**src/rtl/cpu_pkg.sv**
```systemverilog
// Shared definitions for the 16-bit accumulator CPU: control-word bit
// positions, opcode values and sequencer state encodings. The datapath
// blocks use the same bit indices when they pick apart control_signal.
package cpu_pkg;

   // Control-word bit positions
   localparam int CB_PC_INC       = 0;
   localparam int CB_PC_LOAD      = 1;
   localparam int CB_MAR_FROM_PC  = 2;
   localparam int CB_MAR_FROM_MBR = 3;
   localparam int CB_MEM_RD       = 4;
   localparam int CB_MEM_WR       = 5;
   localparam int CB_MBR_FROM_MEM = 6;
   localparam int CB_MBR_FROM_ACC = 7;
   localparam int CB_IR_LOAD      = 8;
   localparam int CB_ALU_ADD      = 9;
   localparam int CB_ALU_SUB      = 10;
   localparam int CB_ACC_LOAD_ALU = 11;
   localparam int CB_ACC_LOAD_MBR = 12;
   localparam int CB_ACC_CLR      = 21;

   // Opcodes; anything above OP_HALT is undefined
   localparam logic [7:0] OP_NOP    = 8'h00;
   localparam logic [7:0] OP_LOAD   = 8'h01;
   localparam logic [7:0] OP_STORE  = 8'h02;
   localparam logic [7:0] OP_ADD    = 8'h03;
   localparam logic [7:0] OP_SUB    = 8'h04;
   localparam logic [7:0] OP_JMP    = 8'h05;
   localparam logic [7:0] OP_JMPGEZ = 8'h06;
   localparam logic [7:0] OP_HALT   = 8'h07;

   // Sequencer state encodings (visible on state_out)
   localparam logic [2:0] S_INIT = 3'd0;
   localparam logic [2:0] S_F1   = 3'd1;
   localparam logic [2:0] S_F2   = 3'd2;
   localparam logic [2:0] S_F3   = 3'd3;
   localparam logic [2:0] S_D1   = 3'd4;
   localparam logic [2:0] S_E1   = 3'd5;
   localparam logic [2:0] S_E2   = 3'd6;
   localparam logic [2:0] S_HALT = 3'd7;

endpackage

```
**src/rtl/ctrl_decode.sv**
```systemverilog
// Combinational control-word decode: maps the sequencer state, the latched
// opcode and (in D1 and the memory wait states) the live inputs onto the
// control bits. Only bits named in cpu_pkg are ever driven.
module ctrl_decode
   import cpu_pkg::*;
#(
   parameter int OPC_W = 8,
   parameter int CW_W  = 32
) (
   input  logic [2:0]       state,
   input  logic [OPC_W-1:0] op_q,
   input  logic [OPC_W-1:0] ir_opcode,
   input  logic             mem_ready,
   input  logic             acc_neg,
   output logic [CW_W-1:0]  control_word
);

   logic [CW_W-1:0] cw_s;

   // Decode the state (and, where relevant, opcode/handshake) into control bits
   always_comb begin
      cw_s = '0;
      case (state)
         S_INIT: cw_s[CB_ACC_CLR] = 1'b1;
         S_F1:   cw_s[CB_MAR_FROM_PC] = 1'b1;
         S_F2: begin
            cw_s[CB_MEM_RD]       = 1'b1;
            cw_s[CB_MBR_FROM_MEM] = 1'b1;
            // PC advances only on the cycle the fetch read completes
            if (mem_ready) begin
               cw_s[CB_PC_INC] = 1'b1;
            end else begin
               cw_s[CB_PC_INC] = 1'b0;
            end
         end
         S_F3:   cw_s[CB_IR_LOAD] = 1'b1;
         S_D1: begin
            cw_s[CB_MAR_FROM_MBR] = 1'b1;
            // op_q is not yet valid in D1, so jumps decode the live IR field
            if (ir_opcode == OPC_W'(OP_JMP)) begin
               cw_s[CB_PC_LOAD] = 1'b1;
            end else if ((ir_opcode == OPC_W'(OP_JMPGEZ)) && !acc_neg) begin
               cw_s[CB_PC_LOAD] = 1'b1;
            end else begin
               cw_s[CB_PC_LOAD] = 1'b0;
            end
         end
         S_E1: begin
            if ((op_q == OPC_W'(OP_LOAD)) || (op_q == OPC_W'(OP_ADD)) ||
                (op_q == OPC_W'(OP_SUB))) begin
               cw_s[CB_MEM_RD]       = 1'b1;
               cw_s[CB_MBR_FROM_MEM] = 1'b1;
            end else if (op_q == OPC_W'(OP_STORE)) begin
               cw_s[CB_MBR_FROM_ACC] = 1'b1;
            end else begin
               cw_s = '0;
            end
         end
         S_E2: begin
            if (op_q == OPC_W'(OP_LOAD)) begin
               cw_s[CB_ACC_LOAD_MBR] = 1'b1;
            end else if (op_q == OPC_W'(OP_ADD)) begin
               cw_s[CB_ALU_ADD]      = 1'b1;
               cw_s[CB_ACC_LOAD_ALU] = 1'b1;
            end else if (op_q == OPC_W'(OP_SUB)) begin
               cw_s[CB_ALU_SUB]      = 1'b1;
               cw_s[CB_ACC_LOAD_ALU] = 1'b1;
            end else if (op_q == OPC_W'(OP_STORE)) begin
               cw_s[CB_MEM_WR] = 1'b1;
            end else begin
               cw_s = '0;
            end
         end
         S_HALT:  cw_s = '0;
         default: cw_s = '0;
      endcase
   end

   assign control_word = cw_s;

endmodule

```
**src/rtl/ctrl_sequencer.sv**
```systemverilog
// Hardwired fetch/decode/execute sequencer for the accumulator CPU. Holds
// the state register, the opcode latched in D1 and the sticky illegal flag;
// the control word itself comes from ctrl_decode.
module ctrl_sequencer
   import cpu_pkg::*;
#(
   parameter int OPC_W = 8,
   parameter int CW_W  = 32
) (
   input  logic             clk,
   input  logic             rst,
   input  logic [OPC_W-1:0] ir_opcode,
   input  logic             acc_neg,
   input  logic             mem_ready,
   output logic [CW_W-1:0]  control_signal,
   output logic             halted,
   output logic             illegal,
   output logic [2:0]       state_out
);

   logic [2:0]       state_r;
   logic [2:0]       state_nxt_s;
   logic [OPC_W-1:0] op_q_r;
   logic             illegal_r;
   logic             opc_legal_s;
   logic             exec_op_s;

   // Opcode classification on the live IR field, used only in D1
   always_comb begin
      opc_legal_s = (ir_opcode <= OPC_W'(OP_HALT));
      exec_op_s   = (ir_opcode == OPC_W'(OP_LOAD))  ||
                    (ir_opcode == OPC_W'(OP_STORE)) ||
                    (ir_opcode == OPC_W'(OP_ADD))   ||
                    (ir_opcode == OPC_W'(OP_SUB));
   end

   // Next-state selection, including memory wait holds
   always_comb begin
      state_nxt_s = state_r;
      case (state_r)
         S_INIT: state_nxt_s = S_F1;
         S_F1:   state_nxt_s = S_F2;
         S_F2: begin
            if (mem_ready) begin
               state_nxt_s = S_F3;
            end else begin
               state_nxt_s = S_F2;
            end
         end
         S_F3:   state_nxt_s = S_D1;
         S_D1: begin
            if (ir_opcode == OPC_W'(OP_HALT)) begin
               state_nxt_s = S_HALT;
            end else if (exec_op_s) begin
               state_nxt_s = S_E1;
            end else begin
               // NOP, jumps and illegal opcodes all finish here
               state_nxt_s = S_F1;
            end
         end
         S_E1: begin
            // STORE only moves ACC into MBR here; reads wait for memory
            if (op_q_r == OPC_W'(OP_STORE)) begin
               state_nxt_s = S_E2;
            end else if (mem_ready) begin
               state_nxt_s = S_E2;
            end else begin
               state_nxt_s = S_E1;
            end
         end
         S_E2: begin
            if ((op_q_r == OPC_W'(OP_STORE)) && !mem_ready) begin
               state_nxt_s = S_E2;
            end else begin
               state_nxt_s = S_F1;
            end
         end
         S_HALT:  state_nxt_s = S_HALT;
         default: state_nxt_s = S_INIT;
      endcase
   end

   // State register; reset abandons any partial instruction
   always_ff @(posedge clk or posedge rst) begin
      if (rst) begin
         state_r <= S_INIT;
      end else begin
         state_r <= state_nxt_s;
      end
   end

   // Opcode latch and sticky illegal flag, both updated in D1
   always_ff @(posedge clk or posedge rst) begin
      if (rst) begin
         op_q_r    <= '0;
         illegal_r <= 1'b0;
      end else if (state_r == S_D1) begin
         op_q_r <= ir_opcode;
         if (!opc_legal_s) begin
            illegal_r <= 1'b1;
         end
      end
   end

   ctrl_decode #(
      .OPC_W (OPC_W),
      .CW_W  (CW_W)
   ) u_decode (
      .state        (state_r),
      .op_q         (op_q_r),
      .ir_opcode    (ir_opcode),
      .mem_ready    (mem_ready),
      .acc_neg      (acc_neg),
      .control_word (control_signal)
   );

   assign halted    = (state_r == S_HALT);
   assign illegal   = illegal_r;
   assign state_out = state_r;

endmodule

```
**config.mk**
```make
export PLATFORM = sky130hd
export DESIGN_NAME = ctrl_sequencer
export DESIGN_NICKNAME = d
export VERILOG_FILES = /design/src/rtl/cpu_pkg.sv /design/src/rtl/ctrl_decode.sv /design/src/rtl/ctrl_sequencer.sv
export SDC_FILE = /design/constraint.sdc
export NUM_CORES = 1
export LEC_CHECK = 0
export ABC_AREA = 1
export CORE_MARGIN = 4
export CORE_UTILIZATION = 39
export DETAILED_ROUTE_END_ITERATION = 16
export PLACE_DENSITY = 0.79
export SETUP_SLACK_MARGIN = 0.2
export SYNTH_ARGS = -nofsm -noshare
export SYNTH_HDL_FRONTEND = slang
export SYNTH_SLANG_ARGS = --single-unit
```
**constraint.sdc**
```tcl
create_clock -name clk -period 1.5 [get_ports clk]
set_input_delay 0.225 -clock clk [delete_from_list [all_inputs] [get_ports clk]]
set_output_delay 0.225 -clock clk [all_outputs]
set_load 0.05 [all_outputs]
```
After elaboration in Yosys (flattened, before gate mapping)
Cells that the tools add are included.

operators by class
  equal/unequal tests = 18
  reductions and logical operators = 11
  bitwise logic cells = 1
  multiplexer cells = 32
  magnitude comparators = 1

operator list
  cell                  number
  $eq A8 B3 Y1 const B  5
  $eq A8 B2 Y1 const B  4
  $pmux W3 S8           1
  $eq A8 B1 Y1 const B  2
  $eq A3 B3 Y1 const B  4
  $mux W1               12
  $mux W12              1
  $mux W6               2
  $pmux W1 S2           6
  $mux W3               3
  $pmux W1 S3           3
  $le A8 B3 Y1 const B  1
  $pmux W4 S2           1
  $eq A3 B2 Y1 const B  2
  $mux W2               3
  $logic_or A1 B1 Y1    5
  $eq A3 B1 Y1 const B  1
  $logic_not A3 Y1      1
  $logic_and A1 B1 Y1   2
  $logic_not A1 Y1      2
  $reduce_and A2 Y1     1
  $not A1 Y1            1

storage, ports and cells
  bits of input ports = 12
  flip-flop bits (word level) = 12
  output and inout port bits = 37

Depth between registers and ports, before layout
Gate-level depths: netlist of the first run.

  depth in word-level cells = 7
  depth in mapped cells = 9
  depth with buffers taken out = 9

Cells and area by module
Synthesis of the first run repeated with hierarchy kept, for this count alone.

unflattened totals
  cells, all modules = 167
  area, all modules = 1,096.1 µm²

by module, submodules not included
  module          cells an instance  instances  seq. area each (µm²)  area each (µm²)
  ctrl_sequencer  91                 1          300.3                 695.7
  ctrl_decode     76                 1          0.0                   400.4

Worst setup path after synthesis of the first run
OpenSTA, ideal clock, no wires.

  path type = reg2out
  from = reg state_r[1], in the netlist state_out[1]
  to = out control_signal[11]
  data arrival time = 1.902 ns
  path buffers = 0
  setup slack = -0.627 ns
  stages on the path, launching flop included = 5
  required time = 1.275 ns
  cells stage by stage = dfrtp_1 > inv_2 > nor3_2 > inv_2 > a21oi_1

between the ends
  longest elaborated chain between the ends = 2

RTL lines
  item                      RTL line              RTL
  start: declaration        ctrl_sequencer.sv:21  logic [2:0] state_r;
  start signal: assignment  ctrl_sequencer.sv:88  state_r <= state_nxt_s;
  $eq A3 B3 Y1              ctrl_decode.sv:23     case (state)
  $pmux W4 S2 *             ctrl_decode.sv:23
  end: declaration          ctrl_sequencer.sv:15  output logic [CW_W-1:0] control_signal,

Mark *: on every way between the ends. The rest lies on a longest branch, timed or not.

Worst setup path in the final report of the first run
  from = reg op_q_r[5]
  to = out control_signal[4]

between the ends
  longest elaborated chain between the ends = 5

RTL lines
  item                                                 RTL line                                                 RTL
  start: declaration                                   ctrl_sequencer.sv:23                                     logic [OPC_W-1:0] op_q_r;
  start signal: assignment                             ctrl_sequencer.sv:98                                     op_q_r <= ir_opcode;
  $eq A8 B1 Y1 / $eq A8 B2 Y1 (equally long branches)  ctrl_decode.sv:49, ctrl_decode.sv:60, ctrl_decode.sv:62
  $logic_or A1 B1 Y1 (2 in a row)                      ctrl_decode.sv:49                                        if ((op_q == OPC_W'(OP_LOAD)) || (op_q == OPC_W'(OP_ADD)) ||
  $mux W1                                              -
  $pmux W1 S3 *                                        ctrl_decode.sv:23

Marks and branches as above.

==> results of run 1 <==
==> layout by cell type, fill, tap and decap left out, drive strengths merged <==
| cell type | n |
|---|---|
| a21o | 1 |
| a21oi | 1 |
| and2 | 1 |
| buf | 58 |
| clkbuf | 4 |
| clkdlybuf4s50 | 4 |
| clkinv | 2 |
| clkinvlp | 2 |
| conb | 18 |
| dfrtp | 12 |
| dlygate4sd2 | 7 |
| inv | 19 |
| nand2 | 34 |
| nand3 | 15 |
| nor2 | 24 |
| nor3 | 5 |
| nor4 | 1 |
| o21a | 1 |
| o21ai | 6 |
| o21bai | 1 |
==> worst max-delay path by stage <==
stage	slack (ns)	endpoint	start
floorplan	-0.30	control_signal[1]	state_out[1]
global placement	-0.09	control_signal[1]	ir_opcode[2]
detailed placement	-0.13	control_signal[1]	ir_opcode[1]
CTS	-0.20	control_signal[12]	op_q_r[5]
global route	-0.28	control_signal[4]	op_q_r[4]
finish	-0.23	control_signal[4]	op_q_r[5]
==> stage by stage <==
step	setup TNS [ns]	cells	area, um2	power [W]	hold WS, ns
final	-2.88	244	2020	0.00399	0.276
after global routing	-3.70	244	2020	0.00414	0.322
after CTS	-1.92	235	1880	0.00347	0.270
after detailed placement	-0.136	214	1580	0.00268	0.475
after global placement	-0.0944	214	1580	0.00262	0.466
after floorplan	-0.885	163	1120	0.00188	0.0895
==> layout make-up <==
type	count	area [um2]
Inverter	23	116
Clock buffer	4	36.3
Timing Repair Buffer	69	838
Multi-Input combinational cell	108	688
Tap cell	28	35.0
Sequential cell	12	307
Fill cell	98	255
==> per-layer routing <==
layer	wire, um	GRT usage
met5	0	0
met4	209	0.0960
met3	291	0.0245
met2	2140	0.387
met1	1420	0.210
==> repair_timing <==
item | 4_1_cts | 5_1_grt
buffers inserted | 17 | 9
endpoints found under the hold margin | 0 | 0
pin swaps | 16 | 12
gates resized for setup | 42 | 28
cloned | 0 | 0
setup endpoints to repair | 22 | 29
==> worst max-delay path: stages (launching register included) <==
cell     delay (ns)
dfrtp_1        0.41
nor2_2         0.13
nand2_2        0.11
inv_4          0.10
nand3_4        0.09
nand3_2        0.09
nand2_2        0.07
nand2_4        0.09
buf_12         0.14
==> cell usage after synthesis <==
master	count	share of area
a21o_1	1	0.0078
a21oi_1	1	0.0052
and2_1	1	0.0065
buf_4	19	0.15
buf_6	1	0.012
clkinv_1	1	0.0039
conb_1	1	0.0039
dfrtp_1	12	0.31
inv_1	16	0.062
inv_2	6	0.023
nand2_1	32	0.12
nand2_2	2	0.013
nand3_1	15	0.078
nor2_1	23	0.089
nor2_2	1	0.0065
nor3_1	3	0.016
nor3_2	2	0.021
nor4_4	1	0.022
o21a_1	1	0.0078
o21ai_0	5	0.026
o21ai_1	1	0.0052
o21bai_1	1	0.0078
==> logic make-up after synthesis <==
family / after synthesis / synth area share
other: 1 / 0.00389
and+or+nand+nor: 80 / 0.376
AOI/OAI and AO/OA: 10 / 0.0597
buffers and inverters: 43 / 0.249
DFF: 12 / 0.311
==> power groups by stage <==
stage / clock network [W] / registers, W / logic [W]
6_report: 0.000277 / 0.000726 / 0.00299
2_1_floorplan: 0 / 0.000795 / 0.00108
5_1_grt: 0.000296 / 0.000740 / 0.00310
3_3_place_gp: 0 / 0.000653 / 0.00196
4_1_cts: 0.000266 / 0.000669 / 0.00254
3_5_place_dp: 0 / 0.000670 / 0.00201
==> registers in the layout, indices dropped and copies added, names as in the netlist <==
name       cells
op_q_r         8
state_out      3
illegal        1
==> key figures, run 1 <==
Status
  – Status: finished, violations left
  – Failing checks: setup timing

Clock network
  – Clk slew on worst S/H paths: 0.09 ns
  – CTS Buf Count: 3
  – CTS root buf: clkbuf_4
  – Hold-fix buffers at CTS: 0
  – CTS Buffer Depth: 2
  – CTS tree: yes
  – H-tree Lvls: 1
  – Clk_lat worst skew: 0.28 ns
  – CTS sink cnt: 12

Die
  – Initial Utilization: 0.424
  – DIE HEIGHT: 57.7 um
  – Std-Cell Rows: 17
  – Die ar.: 3330 um2
  – # IOs: 49
  – Core area: 2280 um2
  – Die W: 57.7 um

Setup path
  – Startpoint class of the critical path: flip-flop
  – R2r setup slk: -0.23 ns
  – FF-to-FF path depth: 13
  – CP required: 1.27 ns
  – Reg2reg start: op_q_r[5]
  – Worst setup path class: reg -> out
  – Worst EP arrival: 1.51 ns
  – Worst R2R End: state_out[1]
  – Crit end category: output pin
  – Critical Path Fanout Max: 4

Place
  – Final Wtd Congestion: 0.830
  – Hpwl dp: 2.09 mm
  – Port bufs: 30
  – Setup slack at placement: -0.129 ns

Timing
  – Max-slew violation count: 0
  – Final Hold Vio Count: 0
  – PnR worst setup slack: -0.234 ns
  – Final setup violation count: 18
  – Fin crit share: 1.16
  – Min cycle time layout: 1.73 ns
  – Achievable Freq: 577 MHz
  – Worst Skew: 0.00111 ns
  – RSZ-0062 raised after global routing: true

Synthesis
  – Avg Inst Size Synth: 6.61 um2
  – Register area share after synthesis: 0.311
  – Ys Warns: 0
  – FF+latch count, synth: 12
  – Syn Std Cell Area: 965 um2
  – Count of different cell masters after synthesis: 22
  – Cells after Synth: 146

Pwr
  – Switch share: 0.499
  – Cell-internal power: 0.00200 W
  – Seq pwr share: 0.182
  – Pwr dens: 1970 nW/um2
  – Comb pwr share: 0.748
  – Net Switching: 0.00199 W
  – Leak: 0.950 nW
  – VDD IR-drop max: 0.00199 V
  – Clk pwr share: 0.070

Drt
  – DRT Pass-1 Iters: 4
  – Routed via count: 1244
  – Post-DR wirelength/cell: 16.6 um
  – Initial DRC count: 63
  – Post-DR vias/cell: 5.10
  – DRC: 0
  – ANT nets after route: 0
  – Drt total wl: 4.06 mm

Final layout
  – Final Core Density: 0.888
  – Final net count: 229
  – Layout cells sized above 1: 0.542
  – Area delta synth->final: 109%
  – Inserted Diodes: 0

Global routing
  – First-pass GRT wire length: 5.26 mm
  – Largest net degree at the start of global routing: 13
  – GRT Residual Overflow: 0
  – Initial antenna violation count: 0
  – GRT Resource Usage Total: 0.200
  – Vias in the first global route: 1153

Run
  – Max Cap Violations: 0

Hold path
  – Hold Crit Class: in -> async
Note: power is estimated with default switching activity, not from simulation.
==> inputs of run 2 (changes only) <==
Settings changed: CTS_CLUSTER_SIZE from default to 25.
==> results of run 2 <==
The final DEF is identical to that of run 1; final timing and power are the same.
